===== src/rtl/axis_packetizer_pkg.sv =====
// ============================================================================
// Module      : packetizer_pkg
// Description : Shared types and sizing helpers for the AXI-Stream
//               packetizer: FSM state encoding, default sizing constants
//               and functions to derive them from module parameters.
// Revision    : 1.0 - initial release
// ============================================================================
`default_nettype none

package packetizer_pkg;

  typedef enum logic [2:0] {
    IDLE = 3'd0,
    SEQ  = 3'd1,
    DATA = 3'd2,
    PAD  = 3'd3,
    DONE = 3'd4
  } packetizer_state_t;

  // Values for the default configuration (4-byte sequence over 1-byte words,
  // one-million-cycle timeout). Instances derive their own with the
  // functions below.
  localparam int SEQ_WORDS = 4;
  localparam int TIMEOUT_W = $clog2(1000000 + 1);

  function automatic int seq_words_f(input int seq_bytes, input int word_bytes);
    return seq_bytes / word_bytes;
  endfunction

  function automatic int timeout_w_f(input int timeout_cycles);
    return $clog2(timeout_cycles + 1);
  endfunction

endpackage

`default_nettype wire


===== src/rtl/axis_packetizer_pipe_reg.sv =====
// ============================================================================
// Module      : axis_pipe_reg
// Description : Single-entry registered AXI-Stream stage. A new beat is
//               taken whenever the register is empty or its current beat is
//               being accepted downstream (load = !out_valid || out_ready).
//               Data and last hold while out_valid is high and out_ready low.
// Ports       : clk, rst_n        clock, async active-low reset
//               in_data/in_last   beat offered by the producer
//               in_valid          producer has a beat this cycle
//               load              stage can take a beat this cycle
//               out_data/out_last registered beat
//               out_valid         registered beat is valid
//               out_ready         downstream accepts the beat
// Revision    : 1.0 - initial release
// ============================================================================
`default_nettype none

module axis_pipe_reg #(
  parameter int DATA_W = 8
) (
  input  logic              clk,
  input  logic              rst_n,
  input  logic [DATA_W-1:0] in_data,
  input  logic              in_last,
  input  logic              in_valid,
  output logic              load,
  output logic [DATA_W-1:0] out_data,
  output logic              out_last,
  output logic              out_valid,
  input  logic              out_ready
);

  assign load = !out_valid || out_ready;

  always_ff @(posedge clk or negedge rst_n) begin
    if (!rst_n) begin
      out_data  <= '0;
      out_last  <= 1'b0;
      out_valid <= 1'b0;
    end else if (load) begin
      out_valid <= in_valid;
      if (in_valid) begin
        out_data <= in_data;
        out_last <= in_last;
      end
    end
  end

endmodule

`default_nettype wire


===== src/rtl/axis_packetizer.sv =====
// ============================================================================
// Module      : axis_packetizer
// Description : Cuts a continuous AXI-Stream sample flow into fixed-length
//               packets. Each packet is a big-endian sequence number followed
//               by payload samples; a stalled packet is completed with pad
//               words after an idle timeout or an explicit flush.
// Ports       : clk, rst_n      clock, async active-low reset
//               s_axis_*        sample input (tdata, tvalid, tready)
//               m_axis_*        packet output (tdata, tvalid, tlast, tready)
//               flush           one-cycle request to pad the current packet
//               seq_num         sequence number of the next/current packet
//               pad_count       number of padded packets, saturating
// Revision    : 1.0 - initial release
// ============================================================================
`default_nettype none

module axis_packetizer
  import packetizer_pkg::*;
#(
  parameter int PACKET_PAYLOAD_WORDS = 64,
  parameter int WORD_BYTES           = 1,
  parameter int SEQ_BYTES            = 4,
  parameter int TIMEOUT_CYCLES       = 1000000,
  parameter logic [WORD_BYTES*8-1:0] PAD_WORD = '0
) (
  input  logic                    clk,
  input  logic                    rst_n,
  input  logic [WORD_BYTES*8-1:0] s_axis_tdata,
  input  logic                    s_axis_tvalid,
  output logic                    s_axis_tready,
  output logic [WORD_BYTES*8-1:0] m_axis_tdata,
  output logic                    m_axis_tvalid,
  output logic                    m_axis_tlast,
  input  logic                    m_axis_tready,
  input  logic                    flush,
  output logic [SEQ_BYTES*8-1:0]  seq_num,
  output logic [15:0]             pad_count
);

  localparam int WORD_BITS   = WORD_BYTES * 8;
  localparam int SEQ_BITS    = SEQ_BYTES * 8;
  localparam int N_SEQ_WORDS = seq_words_f(SEQ_BYTES, WORD_BYTES);
  localparam int N_TO_W      = timeout_w_f(TIMEOUT_CYCLES);
  localparam int CNT_W       = (PACKET_PAYLOAD_WORDS > 1) ? $clog2(PACKET_PAYLOAD_WORDS) : 1;

  localparam logic [CNT_W-1:0]  LAST_CNT     = CNT_W'(PACKET_PAYLOAD_WORDS - 1);
  localparam logic [CNT_W-1:0]  SEQ_LAST_CNT = CNT_W'(N_SEQ_WORDS - 1);
  localparam logic [N_TO_W-1:0] TO_LIMIT     = N_TO_W'(TIMEOUT_CYCLES);

  packetizer_state_t state;
  logic [CNT_W-1:0]  word_cnt;
  logic [N_TO_W-1:0] to_cnt;
  logic [SEQ_BITS-1:0] seq_r;
  logic [15:0]       pad_r;

  logic [WORD_BITS-1:0] seq_word;
  logic [WORD_BITS-1:0] pipe_data;
  logic                 pipe_last;
  logic                 pipe_valid;
  logic                 load;
  logic                 accept;
  logic                 is_last;
  logic                 to_hit;
  logic                 tlast_taken;

  assign seq_num   = seq_r;
  assign pad_count = pad_r;

  assign is_last       = (word_cnt == LAST_CNT);
  assign s_axis_tready = (state == DATA) && load;
  assign accept        = s_axis_tvalid && s_axis_tready;
  assign to_hit        = (to_cnt == TO_LIMIT);
  assign tlast_taken   = m_axis_tvalid && m_axis_tready && m_axis_tlast;

  // Sequence words go out most significant first; word_cnt doubles as the
  // header word index because the header always opens the packet.
  always_comb begin
    seq_word = '0;
    for (int i = 0; i < N_SEQ_WORDS; i++) begin
      if (word_cnt == CNT_W'(i)) begin
        seq_word = seq_r[(N_SEQ_WORDS-1-i)*WORD_BITS +: WORD_BITS];
      end
    end
  end

  always_comb begin
    pipe_valid = 1'b0;
    pipe_data  = PAD_WORD;
    pipe_last  = is_last;
    case (state)
      SEQ: begin
        pipe_valid = 1'b1;
        pipe_data  = seq_word;
      end
      DATA: begin
        pipe_valid = s_axis_tvalid;
        pipe_data  = s_axis_tdata;
      end
      PAD: begin
        pipe_valid = 1'b1;
        pipe_data  = PAD_WORD;
      end
      default: begin
        pipe_valid = 1'b0;
      end
    endcase
  end

  axis_pipe_reg #(
    .DATA_W (WORD_BITS)
  ) u_out_reg (
    .clk       (clk),
    .rst_n     (rst_n),
    .in_data   (pipe_data),
    .in_last   (pipe_last),
    .in_valid  (pipe_valid),
    .load      (load),
    .out_data  (m_axis_tdata),
    .out_last  (m_axis_tlast),
    .out_valid (m_axis_tvalid),
    .out_ready (m_axis_tready)
  );

  always_ff @(posedge clk or negedge rst_n) begin
    if (!rst_n) begin
      state    <= IDLE;
      word_cnt <= '0;
      to_cnt   <= '0;
      seq_r    <= '0;
      pad_r    <= '0;
    end else begin
      case (state)
        IDLE: begin
          word_cnt <= '0;
          to_cnt   <= '0;
          if (s_axis_tvalid) begin
            state <= SEQ;
          end
        end

        SEQ: begin
          if (load) begin
            word_cnt <= word_cnt + CNT_W'(1);
            if (word_cnt == SEQ_LAST_CNT) begin
              state <= DATA;
            end
          end
        end

        DATA: begin
          // A final-word acceptance wins over flush/timeout so that a packet
          // completed by real data is never counted as padded.
          if (accept && is_last) begin
            state    <= DONE;
            word_cnt <= '0;
            to_cnt   <= '0;
          end else if (flush || to_hit) begin
            state  <= PAD;
            to_cnt <= '0;
            if (pad_r != 16'hFFFF) begin
              pad_r <= pad_r + 16'd1;
            end
            if (accept) begin
              word_cnt <= word_cnt + CNT_W'(1);
            end
          end else if (accept) begin
            word_cnt <= word_cnt + CNT_W'(1);
            to_cnt   <= '0;
          end else if (!s_axis_tvalid) begin
            to_cnt <= to_cnt + N_TO_W'(1);
          end
        end

        PAD: begin
          if (load) begin
            if (is_last) begin
              state    <= DONE;
              word_cnt <= '0;
            end else begin
              word_cnt <= word_cnt + CNT_W'(1);
            end
          end
        end

        DONE: begin
          if (tlast_taken) begin
            state <= IDLE;
            seq_r <= seq_r + SEQ_BITS'(1);
          end
        end

        default: begin
          state <= IDLE;
        end
      endcase
    end
  end

endmodule

`default_nettype wire


===== config.mk =====
export PLATFORM = sky130hd
export DESIGN_NAME = axis_packetizer
export DESIGN_NICKNAME = d
export VERILOG_FILES = /design/src/rtl/axis_packetizer_pkg.sv /design/src/rtl/axis_packetizer_pipe_reg.sv /design/src/rtl/axis_packetizer.sv
export SDC_FILE = /design/constraint.sdc
export NUM_CORES = 1
export LEC_CHECK = 0
export ABC_AREA = 0
export CORE_MARGIN = 3
export CORE_UTILIZATION = 55
export DETAILED_ROUTE_END_ITERATION = 6
export GPL_TIMING_DRIVEN = 1
export MAX_ROUTING_LAYER = met4
export PLACE_DENSITY = 0.81
export SYNTH_ARGS = -nofsm -noshare
export SYNTH_HDL_FRONTEND = slang
export SYNTH_SLANG_ARGS = --single-unit

===== constraint.sdc =====
create_clock -name clk -period 6.1 [get_ports clk]
set_input_delay 1.22 -clock clk [delete_from_list [all_inputs] [get_ports clk]]
set_output_delay 1.22 -clock clk [all_outputs]
set_load 0.05 [all_outputs]

# [Word level (Yosys, flattened, before mapping)]
# Index checks and enable logic that the tools add are counted.
[word_totals] regBits=87 in_bits=13 output_inout_bits=59 word_cells=77
[classes] add_sub_neg=4 n_eq_ne=19 muxes=26 bitwise=1 n_reduce_logical=19
[ops] cell="2-to-1 mux 20 bit" n=4
[ops] cell="one-hot mux 20 bit (2 select lines)" n=1
[ops] cell="adder 32 x 1 -> 32 bit, second input constant" n=1
[ops] cell="2-to-1 mux 8 bit" n=4
[ops] cell="2-to-1 mux 6 bit" n=5
[ops] cell="2-to-1 mux 3 bit" n=8
[ops] cell="one-hot mux 6 bit (4 select lines)" n=1
[ops] cell="adder 20 x 1 -> 20 bit, second input constant" n=1
[ops] cell="== test 20 bit, second input constant" n=1
[ops] cell="adder 16 x 1 -> 16 bit, second input constant" n=1
[ops] cell="!= test 16 bit, second input constant" n=1
[ops] cell="one-hot mux 8 bit (2 select lines)" n=1
[ops] cell="one-hot mux 3 bit (5 select lines)" n=1
[ops] cell="== test 6 x 2 -> 1 bit, second input constant" n=2
[ops] cell="!= test 2 bit, second input constant" n=6
[ops] cell="AND reduction 4 bit" n=2
[ops] cell="AND reduction 7 bit" n=1
[ops] cell="adder 6 x 1 -> 6 bit, second input constant" n=1
[ops] cell="== test 3 x 2 -> 1 bit, second input constant" n=2
[ops] cell="== test 6 x 1 -> 1 bit, second input constant" n=1
[ops] cell="== test 6 bit, second input constant" n=1
[ops] cell="zero test 6 bit" n=1
[ops] cell="AND reduction 2 bit" n=3
[ops] cell="logical AND 1 bit" n=5
[ops] cell="other kinds (13)" n=14

# [Longest topological paths before layout]
# Gate-level depths: netlist of the first run.
[depth] depth_word=8 mapped_depth=9 depth_no_buf=7

# [Modules after synthesis]
# Synthesis of the first run repeated with hierarchy kept, for this count alone.
[unflattened] cells_unflattened=462 hier_area_um2=4809.6
[modules_own_cells] mod="axis_packetizer" instances=1 cells_each=440 area_each_um2=4384.2 seq_area_each_um2=1926.8
[modules_own_cells] mod="axis_pipe_reg" instances=1 cells_each=22 area_each_um2=425.4 seq_area_each_um2=250.2

# [Least setup slack after synthesis of the first run]
# Ideal clock, no wire load.
[synth_path] path_type="input-to-output" startpoint="input m_axis_tready" endpoint="output s_axis_tready" arrival_ns=2.115 required_time_ns=4.880 setup_slack_ns=2.765 stages=3 n_path_buf=1 cell_sequence="nor2b_1 clkbuf_1 nor2_1"
[synth_between] elab_chain_len=2
[synth_rtl] item="start: declaration" line="axis_packetizer.sv:34" rtl="input logic m_axis_tready,"
[synth_rtl] item="logical OR 1 bit" line="axis_packetizer_pipe_reg.sv:33" rtl="assign load = !out_valid || out_ready;"
[synth_rtl] item="logical AND 1 bit" line="axis_packetizer.sv:70" rtl="assign s_axis_tready = (state == DATA) && load;"
[synth_rtl] item="end: declaration" line="axis_packetizer.sv:30" rtl="output logic s_axis_tready,"
# No other way between the ends.

# [Worst setup path after layout of the first run]
# Same ends and word-level chain as after synthesis.

==> flow_results.xml, run 1 <==
<?xml version="1.0" encoding="UTF-8"?>
<metrics>
  <group name="outcome">
    <metric name="run_status" unit="">completed</metric>
  </group>
  <group name="route">
    <metric name="route.detailed.wl_per_inst" unit="µm">16.75</metric>
    <metric name="detail-route-antenna-nets" unit="">0</metric>
    <metric name="drc" unit="">0</metric>
    <metric name="avgViaCountPerCell" unit="">6.279</metric>
    <metric name="first_iter_violations" unit="">303</metric>
    <metric name="vias" unit="">4188</metric>
    <metric name="dr.pass1.iters" unit="">5</metric>
    <metric name="wl_final" unit="mm">11.18</metric>
  </group>
  <group name="power_and_ir_drop">
    <metric name="share_comb_of_total_power" unit="">0.387</metric>
    <metric name="total_switching_power" unit="W">0.0007670</metric>
    <metric name="swShare" unit="">0.4028</metric>
    <metric name="irDropWorstVdd" unit="mV">0.1975</metric>
    <metric name="power_per_cell_area" unit="mW/mm²">331.8</metric>
    <metric name="p_int" unit="W">0.001137</metric>
    <metric name="pwr-share-seq" unit="">0.384</metric>
    <metric name="p_leak" unit="nW">2.318</metric>
    <metric name="p_clk_frac" unit="">0.229</metric>
  </group>
  <group name="hold_path">
    <metric name="holdCritPathClass" unit="">flop to flop</metric>
  </group>
  <group name="worst_setup_path">
    <metric name="setup.worst_path.class" unit="">primary input to primary output</metric>
    <metric name="cp_data_required_time" unit="ns">4.88</metric>
    <metric name="worst_r2r_endpoint" unit="">pad_count[1]</metric>
    <metric name="worst-path-stages" unit="">4</metric>
    <metric name="reg2reg_setup_slack" unit="ns">3.47</metric>
    <metric name="cp_common_cell" unit="">sky130_fd_sc_hd__clkdlybuf4s50_1</metric>
    <metric name="setup.worst_path.end_class" unit="">primary output</metric>
    <metric name="crit_end" unit="">s_axis_tready</metric>
    <metric name="delay_of_the_slowest_cell_on_the_worst_path" unit="ns">0.74</metric>
    <metric name="critical_path.n_buffers_inverters" unit="">2</metric>
    <metric name="setup.worst_path.start_class" unit="">primary input</metric>
    <metric name="startpoint" unit="">m_axis_tready</metric>
    <metric name="crit_slowest_cell" unit="">sky130_fd_sc_hd__clkdlybuf4s50_1</metric>
    <metric name="crit_path_cell_trace" unit="">clkdlybuf4s50_1 -&gt; nor2b_1 -&gt; nor2_1 -&gt; clkdlybuf4s50_1</metric>
    <metric name="critical_path.top_delay_family" unit="">buffers and inverters</metric>
    <metric name="critical_path_arrival" unit="ns">3.08</metric>
    <metric name="worst_r2r_startpoint" unit="">state[1]</metric>
    <metric name="cp_max_fo" unit="">7</metric>
    <metric name="reg2regPathDepth" unit="">5</metric>
  </group>
  <group name="cts">
    <metric name="cts_num_sinks" unit="">87</metric>
    <metric name="cts.repair_timing.setup_buffer_count" unit="">0</metric>
    <metric name="cts-hold-fix-buffers" unit="">0</metric>
    <metric name="clockBufferDepth" unit="">2</metric>
    <metric name="cts-buffers-inserted" unit="">9</metric>
    <metric name="clock_tree_from_tritoncts" unit="">done</metric>
    <metric name="insertion_delay" unit="ns">0.35</metric>
    <metric name="cts.repair.resized" unit="">0</metric>
    <metric name="root_buffer" unit="">sky130_fd_sc_hd__clkbuf_8</metric>
    <metric name="path_clk_slew" unit="ns">0.09</metric>
    <metric name="htreeDepth" unit="">3</metric>
  </group>
  <group name="place">
    <metric name="gp_congestion" unit="">0.9431</metric>
    <metric name="detailed_place_hpwl" unit="mm">7.755</metric>
    <metric name="count_of_buffers_from_port_buffering" unit="">71</metric>
    <metric name="place_inst" unit="">652</metric>
  </group>
  <group name="logic_synthesis">
    <metric name="library_cell_occupying_the_most_area_in_the_post_synthesis_netlist" unit="">sky130_fd_sc_hd__dfrtp_1</metric>
    <metric name="synthesis.area_per_instance" unit="µm²">9.703</metric>
    <metric name="synth-edff-count" unit="">0</metric>
    <metric name="postSynthNetCount" unit="">515</metric>
    <metric name="dominantRegCellSynth" unit="">sky130_fd_sc_hd__dfrtp_1</metric>
    <metric name="ys_async_sr_fraction" unit="">1.000</metric>
    <metric name="ys_seq_area_frac" unit="">0.4542</metric>
    <metric name="synthesized_area" unit="mm²">0.004793</metric>
    <metric name="ys_ff_latch" unit="">87</metric>
    <metric name="yosysMostFrequentCell" unit="">sky130_fd_sc_hd__dfrtp_1</metric>
    <metric name="ys.warnings.count" unit="">0</metric>
    <metric name="syn-instance-count" unit="">494</metric>
    <metric name="netlist-cell-type-count" unit="">59</metric>
    <metric name="most_area_consuming_cells_after_synthesis" unit="">sky130_fd_sc_hd__dfrtp_1 (45%), sky130_fd_sc_hd__xnor2_1 (6.9%), sky130_fd_sc_hd__nand2_1 (4.5%), sky130_fd_sc_hd__a31oi_1 (4.0%), sky130_fd_sc_hd__nand3_1 (3.8%)</metric>
    <metric name="synthDominantCellAreaShare" unit="">0.4542</metric>
    <metric name="synth_commonest_cells" unit="">sky130_fd_sc_hd__dfrtp_1 (87), sky130_fd_sc_hd__nand2_1 (58), sky130_fd_sc_hd__xnor2_1 (38)</metric>
  </group>
  <group name="global_route">
    <metric name="gr-total-overflow" unit="">0</metric>
    <metric name="antenna_found_initial" unit="">0</metric>
    <metric name="grt_max_degree" unit="">88</metric>
    <metric name="number_of_global_route_vias_before_repair" unit="">3960</metric>
    <metric name="global_route_wire_length_before_repair" unit="mm">18.87</metric>
    <metric name="groute.usage.overall" unit="">0.2412</metric>
  </group>
  <group name="sta">
    <metric name="setup_viol" unit="">0</metric>
    <metric name="finalMaxSlewViolations" unit="">0</metric>
    <metric name="fin_worst_skew" unit="ns">0.006025</metric>
    <metric name="worst_slew_pin_slew" unit="ns">1.085</metric>
    <metric name="clock.fmax" unit="GHz">0.2327</metric>
    <metric name="timing.final.hold_violations" unit="">0</metric>
    <metric name="layout_min_cycle_time" unit="ns">4.297</metric>
    <metric name="post-route-period-util" unit="">0.7044</metric>
    <metric name="worst_slew_margin_rel" unit="">0.2767</metric>
    <metric name="rsz0062_at_grt" unit="">false</metric>
    <metric name="accumulated_negative_setup_slack" unit="ns">0</metric>
  </group>
  <group name="die">
    <metric name="design.portCount" unit="">72</metric>
    <metric name="floorplan.die.height" unit="µm">99.36</metric>
    <metric name="core_area" unit="mm²">0.008341</metric>
    <metric name="floorplan.die.width" unit="µm">99.36</metric>
    <metric name="die-area" unit="mm²">0.009871</metric>
    <metric name="initial_utilization" unit="">0.5747</metric>
    <metric name="core.rowCount" unit="">33</metric>
  </group>
  <group name="cells_and_area">
    <metric name="final_nets" unit="">579</metric>
    <metric name="number_of_filler_cells_placed_in_the_layout" unit="">645</metric>
    <metric name="antenna-diode-count" unit="">0</metric>
    <metric name="drive_gt1_frac" unit="">0.06228</metric>
    <metric name="area_growth_syn_to_layout" unit="%">19.73</metric>
    <metric name="finish.cell_count_without_fillers" unit="">667</metric>
  </group>
  <group name="run">
    <metric name="maxCapViolations" unit="">0</metric>
  </group>
</metrics>
[how the worst min path moves through the flow]
stage | from | endpoint | slack (ns) | cells after the start
after floorplan | to_cnt[19] | to_cnt[19] | 0.44 | 1
after global placement | to_cnt[18] | to_cnt[18] | 0.46 | 1
after detailed placement | u_out_reg.out_data[5] | u_out_reg.out_data[5] | 0.48 | 1
after CTS | to_cnt[18] | to_cnt[18] | 0.50 | 1
after global routing | u_out_reg.out_data[5] | u_out_reg.out_data[5] | 0.51 | 1
final | u_out_reg.out_data[5] | u_out_reg.out_data[5] | 0.50 | 1
[registers in the layout, summed over array words and instances, names as in the netlist]
name,flops
seq_num,32
pad_count,16
state,3
u_out_reg.out_data,8
u_out_reg.out_valid,1
u_out_reg.out_last,1
to_cnt,20
word_cnt,6
[cells in the final DEF, fill, tap and decap left out, types with 6 or more instances in the layout]
cell,count
sky130_fd_sc_hd__dfrtp_1,87
sky130_fd_sc_hd__o21a_1,8
sky130_fd_sc_hd__a22oi_1,8
sky130_fd_sc_hd__nand2_1,58
sky130_fd_sc_hd__nand4_1,18
sky130_fd_sc_hd__nor2_1,22
sky130_fd_sc_hd__clkbuf_8,9
sky130_fd_sc_hd__clkdlybuf4s50_1,70
sky130_fd_sc_hd__o21ai_0,23
sky130_fd_sc_hd__inv_1,11
sky130_fd_sc_hd__a31oi_1,31
sky130_fd_sc_hd__nand2b_1,7
sky130_fd_sc_hd__nor3_1,6
sky130_fd_sc_hd__xnor2_1,38
sky130_fd_sc_hd__ha_1,8
sky130_fd_sc_hd__o211ai_1,9
sky130_fd_sc_hd__xor2_1,8
sky130_fd_sc_hd__o22ai_1,8
sky130_fd_sc_hd__nand3_1,36
sky130_fd_sc_hd__and3_1,24
[worst register-to-register path, stage by stage, from the launching register on]
cell                      delay, ns
sky130_fd_sc_hd__dfrtp_1       0.61
sky130_fd_sc_hd__nor3b_4       0.57
sky130_fd_sc_hd__o41ai_4       0.24
sky130_fd_sc_hd__nor2_1        0.60
sky130_fd_sc_hd__nand2_1       0.20
sky130_fd_sc_hd__mux2_2        0.31
[power by group through the flow]
stage | clock network (W) | logic, W | registers (W)
final | 0.000437 | 0.000737 | 0.000730
after global placement | 0 | 0.000718 | 0.000738
after floorplan | 0 | 0.000425 | 0.000857
after CTS | 0.000444 | 0.000738 | 0.000730
after detailed placement | 0 | 0.000734 | 0.000741
after global routing | 0.000465 | 0.000798 | 0.000746
[stage by stage]
stage               setup slack (ns)  hold WS (ns)  instance area [µm²]  power [W]  utilization
floorplan                      2.765        0.4417                 4793   0.001282            -
CTS                            1.828        0.5022                 5739   0.001911       0.6881
global route                   1.728        0.5066                 5739   0.002008       0.6881
finish                         1.803        0.4961                 5739   0.001904       0.6881
detailed placement             1.846        0.4810                 5528   0.001475       0.6628
global placement               1.851        0.4631                 5528   0.001456       0.6628
[logic make-up after synthesis]
logic type                 after synthesis  synth area share
AOI/OAI and AO/OA                      112            0.1618
xor gates and xnor gates                46           0.08405
adders and majority gates                8           0.02088
buffers and inverters                   30           0.03289
DFF                                     87            0.4542
muxes                                    5           0.01175
and+or+nand+nor                        206            0.2344
[per-layer routing]
layer | share of wire | wire length, µm | track usage
met2 | 0.47 | 5258 | 0.3647
met4 | 0.028 | 312 | 0.1071
met5 | 0 | 0 | -
met1 | 0.43 | 4828 | 0.3237
met3 | 0.069 | 776 | 0.03717
[area by class of cell]
class	count	area (µm²)	area share
well taps	105	131.4	0.02289
inverters	11	41.29	0.007194
multi-input cells	377	2462	0.4290
flip-flops and latches	87	2177	0.3793
repair buffers	72	715.7	0.1247
clock buffers	10	127.6	0.02224
clock inverters	5	83.83	0.01461
Power figures use the tool's default switching activity.
==> inputs of run 2 (changes only) <==
- clock period: 6.1 -> 4.2 ns (I/O delays scaled with it)
==> run 2 against run 1 <==
Compared with the run above: worst hold slack worse by 0.0066 ns; register-to-register slack got worse by 1.9 ns; die area did not move; flip-flop and latch count is the same; utilization rose by 0.31 points; critical path type unchanged.
==> flow_results.xml, run 2 (synthesis results as in run 1) <==
<?xml version="1.0" encoding="UTF-8"?>
<metrics>
  <group name="hold_path">
    <metric name="worstHoldEndpoint" unit="">to_cnt[18]</metric>
    <metric name="min_from" unit="">to_cnt[18]</metric>
    <metric name="whs_path_depth" unit="">1</metric>
    <metric name="holdCritPathClass" unit="">flop to flop</metric>
  </group>
  <group name="sta">
    <metric name="clock.fmax" unit="GHz">0.2974</metric>
    <metric name="accumulated_negative_setup_slack" unit="ns">0</metric>
    <metric name="finalMaxSlewViolations" unit="">0</metric>
    <metric name="rsz0062_at_grt" unit="">false</metric>
    <metric name="worst_slew_pin_slew" unit="ns">1.074</metric>
    <metric name="layout_min_cycle_time" unit="ns">3.362</metric>
    <metric name="post-route-period-util" unit="">0.8005</metric>
    <metric name="fin_worst_skew" unit="ns">0.006507</metric>
    <metric name="timing.final.hold_violations" unit="">0</metric>
    <metric name="worst_slew_margin_rel" unit="">0.2842</metric>
    <metric name="hold-worst-slack" unit="ns">0.4896</metric>
    <metric name="setup_viol" unit="">0</metric>
  </group>
  <group name="route">
    <metric name="wl_final" unit="mm">10.95</metric>
    <metric name="dr.pass1.iters" unit="">5</metric>
    <metric name="detailroute.wirelength.met3" unit="µm">773</metric>
    <metric name="vias" unit="">4070</metric>
    <metric name="top_layer_used" unit="">met4</metric>
    <metric name="avgViaCountPerCell" unit="">6.075</metric>
    <metric name="detail-route-antenna-nets" unit="">0</metric>
    <metric name="drc" unit="">0</metric>
    <metric name="wl_met2" unit="mm">5.124</metric>
    <metric name="first_iter_violations" unit="">293</metric>
    <metric name="wirelength_met1" unit="mm">4.820</metric>
    <metric name="route.detailed.wl_per_inst" unit="µm">16.35</metric>
  </group>
  <group name="place">
    <metric name="count_of_buffers_from_port_buffering" unit="">71</metric>
    <metric name="detailed_place_hpwl" unit="mm">7.586</metric>
    <metric name="gp_congestion" unit="">0.9535</metric>
  </group>
  <group name="cts">
    <metric name="cts.repair.resized" unit="">0</metric>
    <metric name="clockBufferDepth" unit="">2</metric>
    <metric name="cts-buffers-inserted" unit="">9</metric>
    <metric name="cts.repair_timing.setup_buffer_count" unit="">0</metric>
    <metric name="cts_num_sinks" unit="">87</metric>
    <metric name="htreeDepth" unit="">3</metric>
    <metric name="path_clk_slew" unit="ns">0.09</metric>
    <metric name="root_buffer" unit="">sky130_fd_sc_hd__clkbuf_8</metric>
    <metric name="cts-hold-fix-buffers" unit="">0</metric>
    <metric name="clock_tree_from_tritoncts" unit="">done</metric>
    <metric name="insertion_delay" unit="ns">0.36</metric>
  </group>
  <group name="die">
    <metric name="floorplan.die.height" unit="µm">99.36</metric>
    <metric name="floorplan.die.width" unit="µm">99.36</metric>
    <metric name="design.portCount" unit="">72</metric>
    <metric name="core_area" unit="mm²">0.008341</metric>
    <metric name="initial_utilization" unit="">0.5747</metric>
    <metric name="core.rowCount" unit="">33</metric>
    <metric name="die-area" unit="mm²">0.009871</metric>
  </group>
  <group name="power_and_ir_drop">
    <metric name="power_per_cell_area" unit="mW/mm²">484.2</metric>
    <metric name="irDropWorstVdd" unit="mV">0.3445</metric>
    <metric name="p_leak" unit="nW">2.339</metric>
    <metric name="swShare" unit="">0.3981</metric>
    <metric name="p_clk_frac" unit="">0.236</metric>
    <metric name="total_switching_power" unit="W">0.001111</metric>
    <metric name="pwr-share-seq" unit="">0.380</metric>
    <metric name="p_int" unit="W">0.001680</metric>
    <metric name="share_comb_of_total_power" unit="">0.385</metric>
  </group>
  <group name="worst_setup_path">
    <metric name="crit_path_cell_trace" unit="">clkdlybuf4s50_1 -&gt; nor2b_1 -&gt; buf_4 -&gt; nor2_1 -&gt; clkdlybuf4s50_1</metric>
    <metric name="reg2regPathDepth" unit="">5</metric>
    <metric name="worst_r2r_startpoint" unit="">state[1]</metric>
    <metric name="cp_max_fo" unit="">7</metric>
    <metric name="cp_data_required_time" unit="ns">3.36</metric>
    <metric name="reg2reg_setup_slack" unit="ns">1.59</metric>
    <metric name="crit_slowest_cell" unit="">sky130_fd_sc_hd__clkdlybuf4s50_1</metric>
    <metric name="setup.worst_path.class" unit="">primary input to primary output</metric>
    <metric name="delay_of_the_slowest_cell_on_the_worst_path" unit="ns">0.83</metric>
    <metric name="setup.worst_path.end_class" unit="">primary output</metric>
    <metric name="setup.worst_path.start_class" unit="">primary input</metric>
    <metric name="worst_r2r_endpoint" unit="">pad_count[1]</metric>
    <metric name="cp_common_cell" unit="">sky130_fd_sc_hd__clkdlybuf4s50_1</metric>
    <metric name="critical_path_arrival" unit="ns">2.52</metric>
  </group>
  <group name="global_route">
    <metric name="groute.usage.overall" unit="">0.2394</metric>
    <metric name="number_of_global_route_vias_before_repair" unit="">3868</metric>
    <metric name="grt_max_degree" unit="">88</metric>
    <metric name="antenna_found_initial" unit="">0</metric>
    <metric name="global_route_wire_length_before_repair" unit="mm">18.70</metric>
    <metric name="gr-total-overflow" unit="">0</metric>
  </group>
  <group name="cells_and_area">
    <metric name="area_growth_syn_to_layout" unit="%">20.28</metric>
    <metric name="drive_gt1_frac" unit="">0.06726</metric>
    <metric name="postLayoutCoreUtil" unit="">0.6913</metric>
    <metric name="commonest_non_fill_non_tap_cells_in_the_layout" unit="">sky130_fd_sc_hd__dfrtp_1 (87), sky130_fd_sc_hd__clkdlybuf4s50_1 (70), sky130_fd_sc_hd__nand2_1 (58)</metric>
    <metric name="final_nets" unit="">581</metric>
    <metric name="largest_register_ffs" unit="">32</metric>
    <metric name="antenna-diode-count" unit="">0</metric>
    <metric name="mostFrequentLayoutCell" unit="">sky130_fd_sc_hd__dfrtp_1</metric>
  </group>
  <group name="run">
    <metric name="maxCapViolations" unit="">0</metric>
  </group>
  <group name="outcome">
    <metric name="run_status" unit="">completed</metric>
  </group>
</metrics>
[run 2: layer usage]
metal  track usage  vias to the layer above
met5             -                        -
met4       0.08613                        0
met3       0.04418                       22
met2        0.3595                      180
met1        0.3271                     1921
li1              -                     1947
[run 2: how the worst max path moves through the flow]
stage                   from       endpoint  slack (ns)  cells after the start
2_1_floorplan  m_axis_tready  s_axis_tready        1.63                      3
3_3_place_gp   m_axis_tready  s_axis_tready        0.85                      5
3_5_place_dp   m_axis_tready  s_axis_tready        0.86                      5
4_1_cts        m_axis_tready  s_axis_tready        0.84                      5
5_1_grt        m_axis_tready  s_axis_tready        0.80                      5
6_report       m_axis_tready  s_axis_tready        0.84                      5
[run 2: final cells by class]
type | count | area [µm²]
fillers | 645 | 2575
flip-flops and latches | 87 | 2177
multi-input cells | 377 | 2462
repair buffers | 74 | 730.7
inverters | 11 | 41.29
well taps | 105 | 131.4
clock inverters | 5 | 81.33
clock buffers | 11 | 141.4
[run 2: per-stage QoR]
stage                     total power, W  worst slack, ns  cells  cell area [µm²]
after global routing            0.002956           0.7988    670             5766
after CTS                       0.002805           0.8411    670             5766
after floorplan                 0.001862            1.625    494             4793
after detailed placement        0.002151           0.8626    654             5543
after global placement          0.002124           0.8521    654             5543
final                           0.002792           0.8380    670             5766
[run 2: critical path, delay by kind of cell]
family	cells	cell delay, ns
buffers and inverters	3	1.49
AND/OR/NAND/NOR	2	0.20
[run 2: power by group through the flow]
stage | registers, W | clock network [W] | logic [W]
detailed placement | 0.00108 | 0 | 0.00107
global route | 0.00108 | 0.000701 | 0.00117
finish | 0.00106 | 0.000658 | 0.00107
CTS | 0.00106 | 0.000667 | 0.00108
global placement | 0.00107 | 0 | 0.00105
floorplan | 0.00125 | 0 | 0.000617
